**src/rtl/mux4a1_serial_if.sv**
```systemverilog
// Word-side handshake and serial-side outputs of the 4-lane to 1-lane serializer.
interface mux4a1_serial_if;
  logic [7:0] Entrada0, Entrada1, Entrada2, Entrada3;
  logic       validEntrada0, validEntrada1, validEntrada2, validEntrada3;
  logic       listo;
  logic [7:0] Salida;
  logic       validSalida;
  logic       inicio;
  logic [7:0] contPalabras;

  modport master (
    output Entrada0, Entrada1, Entrada2, Entrada3,
    output validEntrada0, validEntrada1, validEntrada2, validEntrada3,
    input  listo, Salida, validSalida, inicio, contPalabras
  );

  modport slave (
    input  Entrada0, Entrada1, Entrada2, Entrada3,
    input  validEntrada0, validEntrada1, validEntrada2, validEntrada3,
    output listo, Salida, validSalida, inicio, contPalabras
  );
endinterface

```
**src/rtl/mux4a1_serial.sv**
```systemverilog
// Serializes one accepted 4-lane word onto an 8-bit lane, lane 0 first, one byte per clock,
// with a one-word holding buffer so consecutive words leave with no idle slot.
module mux4a1_serial (
  input logic             clk,
  input logic             reset,
  mux4a1_serial_if.slave  bus
);

  typedef enum logic [0:0] {StIdle, StSend} state_e;

  state_e     state_q, state_d;
  logic [1:0] slot_q, slot_d;

  logic [7:0] h_data [4];
  logic [3:0] h_valid;
  logic       lleno_h_q;
  logic [7:0] a_data [3];  // lanes 1..3 of the word on the lane
  logic [2:0] a_valid;

  logic [7:0] salida_q, salida_d;
  logic       valid_q, valid_d;
  logic       inicio_q, inicio_d;
  logic [7:0] cont_q;

  logic any_valid, accept, move;

  assign any_valid = bus.validEntrada0 | bus.validEntrada1 | bus.validEntrada2 |
                     bus.validEntrada3;
  assign bus.listo = !reset && !lleno_h_q;
  assign accept    = bus.listo && any_valid;
  // H can only be full or empty at an edge, so accept and move never coincide.
  assign move      = lleno_h_q && ((state_q == StIdle) || (slot_q == 2'd3));

  always_ff @(posedge clk) begin
    if (reset) begin
      state_q   <= StIdle;
      slot_q    <= 2'd0;
      salida_q  <= 8'h00;
      valid_q   <= 1'b0;
      inicio_q  <= 1'b0;
    end else begin
      state_q   <= state_d;
      slot_q    <= slot_d;
      salida_q  <= salida_d;
      valid_q   <= valid_d;
      inicio_q  <= inicio_d;
    end
  end

  always_ff @(posedge clk) begin
    if (reset) begin
      for (int i = 0; i < 4; i++) h_data[i] <= 8'h00;
      for (int i = 0; i < 3; i++) a_data[i] <= 8'h00;
      h_valid   <= 4'h0;
      a_valid   <= 3'h0;
      lleno_h_q <= 1'b0;
      cont_q    <= 8'h00;
    end else if (accept) begin
      h_data[0] <= bus.Entrada0;
      h_data[1] <= bus.Entrada1;
      h_data[2] <= bus.Entrada2;
      h_data[3] <= bus.Entrada3;
      h_valid   <= {bus.validEntrada3, bus.validEntrada2, bus.validEntrada1,
                    bus.validEntrada0};
      lleno_h_q <= 1'b1;
      cont_q    <= cont_q + 8'd1;
    end else if (move) begin
      a_data[0] <= h_data[1];
      a_data[1] <= h_data[2];
      a_data[2] <= h_data[3];
      a_valid   <= h_valid[3:1];
      lleno_h_q <= 1'b0;
    end
  end

  always_comb begin
    state_d = state_q;
    slot_d  = slot_q;
    unique case (state_q)
      StIdle: begin
        if (lleno_h_q) begin
          state_d = StSend;
          slot_d  = 2'd0;
        end
      end
      StSend: begin
        if (slot_q != 2'd3) begin
          slot_d = slot_q + 2'd1;
        end else if (lleno_h_q) begin
          slot_d = 2'd0;
        end else begin
          state_d = StIdle;
          slot_d  = 2'd0;
        end
      end
      default: state_d = StIdle;
    endcase
  end

  always_comb begin
    salida_d = 8'h00;
    valid_d  = 1'b0;
    inicio_d = 1'b0;
    if (move) begin
      valid_d  = h_valid[0];
      salida_d = h_valid[0] ? h_data[0] : 8'h00;
      inicio_d = 1'b1;
    end else if (state_q == StSend) begin
      unique case (slot_q)
        2'd0: begin
          valid_d  = a_valid[0];
          salida_d = a_valid[0] ? a_data[0] : 8'h00;
        end
        2'd1: begin
          valid_d  = a_valid[1];
          salida_d = a_valid[1] ? a_data[1] : 8'h00;
        end
        2'd2: begin
          valid_d  = a_valid[2];
          salida_d = a_valid[2] ? a_data[2] : 8'h00;
        end
        default: ;  // slot 3 with empty H: lane goes idle
      endcase
    end
  end

  assign bus.Salida       = salida_q;
  assign bus.validSalida  = valid_q;
  assign bus.inicio       = inicio_q;
  assign bus.contPalabras = cont_q;

endmodule
```
**src/flat_wrapper.sv**
```systemverilog
// flat-port wrapper written by rule: the top's interface ports become plain ports
module mux4a1_serial_flat 
  (clk, reset, bus_Entrada0, bus_Entrada1, bus_Entrada2, bus_Entrada3, bus_validEntrada0, bus_validEntrada1, bus_validEntrada2, bus_validEntrada3, bus_listo, bus_Salida, bus_validSalida, bus_inicio, bus_contPalabras);
  mux4a1_serial_if bus_i ();
  input logic clk;
  input logic reset;
  input wire logic [$bits(bus_i.Entrada0)-1:0] bus_Entrada0;
  input wire logic [$bits(bus_i.Entrada1)-1:0] bus_Entrada1;
  input wire logic [$bits(bus_i.Entrada2)-1:0] bus_Entrada2;
  input wire logic [$bits(bus_i.Entrada3)-1:0] bus_Entrada3;
  input wire logic [$bits(bus_i.validEntrada0)-1:0] bus_validEntrada0;
  input wire logic [$bits(bus_i.validEntrada1)-1:0] bus_validEntrada1;
  input wire logic [$bits(bus_i.validEntrada2)-1:0] bus_validEntrada2;
  input wire logic [$bits(bus_i.validEntrada3)-1:0] bus_validEntrada3;
  output wire logic [$bits(bus_i.listo)-1:0] bus_listo;
  output wire logic [$bits(bus_i.Salida)-1:0] bus_Salida;
  output wire logic [$bits(bus_i.validSalida)-1:0] bus_validSalida;
  output wire logic [$bits(bus_i.inicio)-1:0] bus_inicio;
  output wire logic [$bits(bus_i.contPalabras)-1:0] bus_contPalabras;
  assign bus_i.Entrada0 = bus_Entrada0;
  assign bus_i.Entrada1 = bus_Entrada1;
  assign bus_i.Entrada2 = bus_Entrada2;
  assign bus_i.Entrada3 = bus_Entrada3;
  assign bus_i.validEntrada0 = bus_validEntrada0;
  assign bus_i.validEntrada1 = bus_validEntrada1;
  assign bus_i.validEntrada2 = bus_validEntrada2;
  assign bus_i.validEntrada3 = bus_validEntrada3;
  assign bus_listo = bus_i.listo;
  assign bus_Salida = bus_i.Salida;
  assign bus_validSalida = bus_i.validSalida;
  assign bus_inicio = bus_i.inicio;
  assign bus_contPalabras = bus_i.contPalabras;
  mux4a1_serial u_core (.clk(clk), .reset(reset), .bus(bus_i));
endmodule
```
**config.mk**
```make
export PLATFORM = sky130hd
export DESIGN_NAME = mux4a1_serial_flat
export DESIGN_NICKNAME = d
export VERILOG_FILES = /design/src/rtl/mux4a1_serial_if.sv /design/src/rtl/mux4a1_serial.sv /design/src/flat_wrapper.sv
export SDC_FILE = /design/constraint.sdc
export NUM_CORES = 1
export LEC_CHECK = 0
export CORE_ASPECT_RATIO = 0.7
export CORE_MARGIN = 1
export CORE_UTILIZATION = 47
export CTS_BUF_LIST = sky130_fd_sc_hd__clkbuf_2 sky130_fd_sc_hd__clkbuf_4 sky130_fd_sc_hd__clkbuf_8
export DETAILED_ROUTE_END_ITERATION = 10
export PLACE_DENSITY = 0.72
export SLEW_MARGIN = 10
export SYNTH_ARGS = -nofsm -noshare
export SYNTH_HDL_FRONTEND = slang
export SYNTH_SLANG_ARGS = --single-unit
export TNS_END_PERCENT = 10
```
**constraint.sdc**
```tcl
create_clock -name clk -period 7.6 [get_ports clk]
set_clock_uncertainty 0.05 [all_clocks]
set_input_delay 2.28 -clock clk [delete_from_list [all_inputs] [get_ports clk]]
set_output_delay 2.28 -clock clk [all_outputs]
set_load 0.02 [all_outputs]
```
==> flow_summary.yaml <==
placed_design:
  dpl.hpwl_um: 4260
  port_buffers: 56
  pre_cts_ws_ns: 1.27
  gp_congestion: 0.768
clock_tree:
  cts.sinks: 85
  cts.clk_slew.worst_paths_ns: 0.08
  cts-root-buf: "clkbuf_8"
  clk_latency_ns: 0.35
  ctsResizeCount: 0
  cts_buffers: 9
  clockBufferDepth: 2
  cts_tree: "built"
  h-tree-depth: 3
  post_cts_buffers: 0
  holdBufCountCts: 0
synth:
  netlist_area_mm2: 0.00352
  synth_cell_types: 36
  avgSynthCellArea_um2: 12.5
  ys_warn_count: 0
  synth-seq-cells: 85
  syn_inst: 282
  syn_nets: 327
  ys_seq_area_share_pct: 64.3
floorplanning:
  initial_core_util_pct: 50.4
  dieHeight_um: 74.4
  die_area_mm2: 0.00784
  rows: 25
  io_pins: 57
  core_area_mm2: 0.00698
  chipWidth_um: 105
detailed_routing:
  dr_total_vias: 2266
  first_iter_violations: 118
  wl_per_cell_um: 15.0
  drc: 0
  wl_um: 6470
  dr.pass1.iters: 4
  antenna_left: 0
  vias_per_cell: 5.27
setup_path:
  critPathMaxFanout: 20
  critPathLaunchType: "input port"
  cp.required_ns: 5.27
  critPathKind: "input port to primary output"
  worstSetupEndpointType: "primary output"
  cp.arrival_ns: 4.02
layout:
  n_fill_cell: 545
  drive_gt1_share_pct: 6.55
  fin_nets: 376
  syn_to_final_growth_pct: 24.3
  diodes: 0
power:
  seqPwrFrac_pct: 52.6
  power_frac_clock_pct: 39.7
  max-vdd-ir-drop_mv: 0.151
  leakagePower_nw: 1.72
  swShare_pct: 20.9
  p_comb_share_pct: 7.7
  p_per_area_mw_per_mm2: 238
  intPower_uw: 823
  switchingPower_uw: 217
grt:
  grt_max_degree: 37
  grt_pass1_wl_um: 10600
  antenna_found_initial: 0
  grt-ovfl-total: 0
  grt_use_total_pct: 18.2
  grt_pass1_vias: 2166
timing:
  slew_viol_final: 0
  rsz0062_at_grt: "no"
  slew_headroom_pct: 30.4
  maxClockFrequency_mhz: 157
  period_share_pct: 83.5
  hold_violations: 0
  finalWorstSetupSlack_ns: 1.25
  period_needed_ns: 6.35
  timing.setup.tns_ns: 0
  worst_pin_slew_ns: 1.04
  setup_viol: 0
status:
  outcome: "complete, no violations"
run:
  drv_cap: 0
worst_hold_path:
  min_path_type: "flop to flop"
==> power groups by stage <==
stage | Clock, mW | Sequential (mW) | Combinational, mW
2_1_floorplan | 0 | 0.553 | 0.0461
3_3_place_gp | 0 | 0.558 | 0.0783
3_5_place_dp | 0 | 0.558 | 0.0800
4_1_cts | 0.420 | 0.548 | 0.0806
5_1_grt | 0.442 | 0.552 | 0.0885
6_report | 0.412 | 0.548 | 0.0800
==> per-layer routing <==
metal	vias up	wire length [µm]	GRT usage, %
met4	0	53	4.54
li1	1138	-	-
met3	7	388	6.31
met2	68	2930	28.1
met1	1053	3100	24.7
met5	-	0	0
==> cells in the final DEF (no fill, tap or decap), types with 5 or more instances in the layout <==
cell type | synthesis | routed
and3_1 | 33 | 33
clkbuf_8 | 0 | 9
dfxtp_1 | 29 | 29
edfxtp_1 | 56 | 56
nor2_1 | 6 | 6
a32o_1 | 8 | 8
a21oi_1 | 12 | 12
clkdlybuf4s50_1 | 0 | 56
and2_1 | 24 | 24
nand2b_1 | 5 | 5
ha_1 | 7 | 7
o21ai_0 | 7 | 6
nand3_1 | 35 | 35
inv_1 | 5 | 5
==> registers in the layout (all words and copies together), names as in the netlist <==
signal                   cells
u_core.lleno_h_q             1
u_core.h_data               32
u_core.bus.inicio            1
u_core.bus.contPalabras      8
u_core.h_valid               4
u_core.slot_q                2
u_core.a_data               24
u_core.a_valid               3
u_core.bus.validSalida       1
u_core.state_q               1
u_core.bus.Salida            8
==> logic make-up (layout without fill, tap and decap cells) <==
| family | count (synthesis) | count (layout) | share of synthesized area, % |
|---|---|---|---|
| AO/OA/AOI/OAI | 36 | 36 | 7.05 |
| adder cells (fa/ha/maj) | 7 | 7 | 2.49 |
| buffers and inverters | 26 | 80 | 3.91 |
| flip-flops | 85 | 85 | 64.3 |
| multiplexers | 3 | 3 | 0.890 |
| AND/OR/NAND/NOR | 125 | 125 | 21.3 |
==> final timing paths <==
kind	start	endpoint	slack, ns	depth (start not counted)
setup / recovery	reset	bus_listo	1.25	5
hold / removal	u_core.h_valid[2]$_SDFFE_PP0P_	u_core.h_valid[2]$_SDFFE_PP0P_	0.43	2
setup reg to reg	u_core.slot_q[0]$_SDFFE_PP0P_	u_core.a_data[0][19]$_SDFFCE_PN0P_	5.49	4
hold reg to reg	u_core.h_valid[2]$_SDFFE_PP0P_	u_core.h_valid[2]$_SDFFE_PP0P_	0.43	2
==> cell type report <==
class	count	area, µm²	area share (%)
Inverter	5	18.8	0.429
Sequential cell	85	2260	51.7
Multi-Input combinational cell	171	1120	25.6
Clock buffer	9	124	2.83
Timing Repair Buffer	59	583	13.3
Tap cell	94	118	2.69
Clock inverter	7	146	3.35
==> through the flow <==
| stage | cells | area, µm² | hold slack (ns) | total power, mW | util (%) |
|---|---|---|---|---|---|
| after floorplan | 282 | 3520 | 0.386 | 0.599 | - |
| after global placement | 414 | 4100 | 0.403 | 0.636 | 58.8 |
| after detailed placement | 414 | 4100 | 0.415 | 0.638 | 58.8 |
| after CTS | 430 | 4370 | 0.434 | 1.05 | 62.7 |
| after global routing | 430 | 4370 | 0.459 | 1.08 | 62.7 |
| final | 430 | 4370 | 0.433 | 1.04 | 62.7 |
==> synth_stat cells <==
cell	count	share of area (%)
a211oi_1	1	0.21
a21oi_1	12	1.7
a22o_1	3	0.75
a22oi_1	1	0.21
a32o_1	8	2.3
and2_1	24	4.3
and3_1	33	5.9
buf_2	8	1.1
buf_6	4	1.3
clkbuf_1	9	0.96
dfxtp_1	29	17
edfxtp_1	56	48
ha_1	7	2.5
inv_1	5	0.53
mux2_2	1	0.32
mux2i_1	2	0.57
nand2_1	4	0.43
nand2b_1	5	0.89
nand3_1	35	5.0
nand4_1	1	0.18
nand4bb_1	2	0.64
nor2_1	6	0.64
nor2b_1	2	0.36
nor3_1	1	0.14
nor3b_1	3	0.64
nor4_4	1	0.60
nor4b_1	1	0.25
o211ai_1	1	0.21
o21a_1	1	0.21
o21ai_0	7	1.0
o311ai_0	1	0.25
o31ai_1	1	0.21
or2_0	1	0.18
or3_1	2	0.36
or3b_1	1	0.25
or4_1	3	0.64
==> critical path, stage by stage <==
cell and delay (ns):
clkdlybuf4s50_1 0.46, buf_4 0.22, or2_0 0.35, inv_1 0.14, clkdlybuf4s50_1 0.56
(Power assumes the default switching activity.)
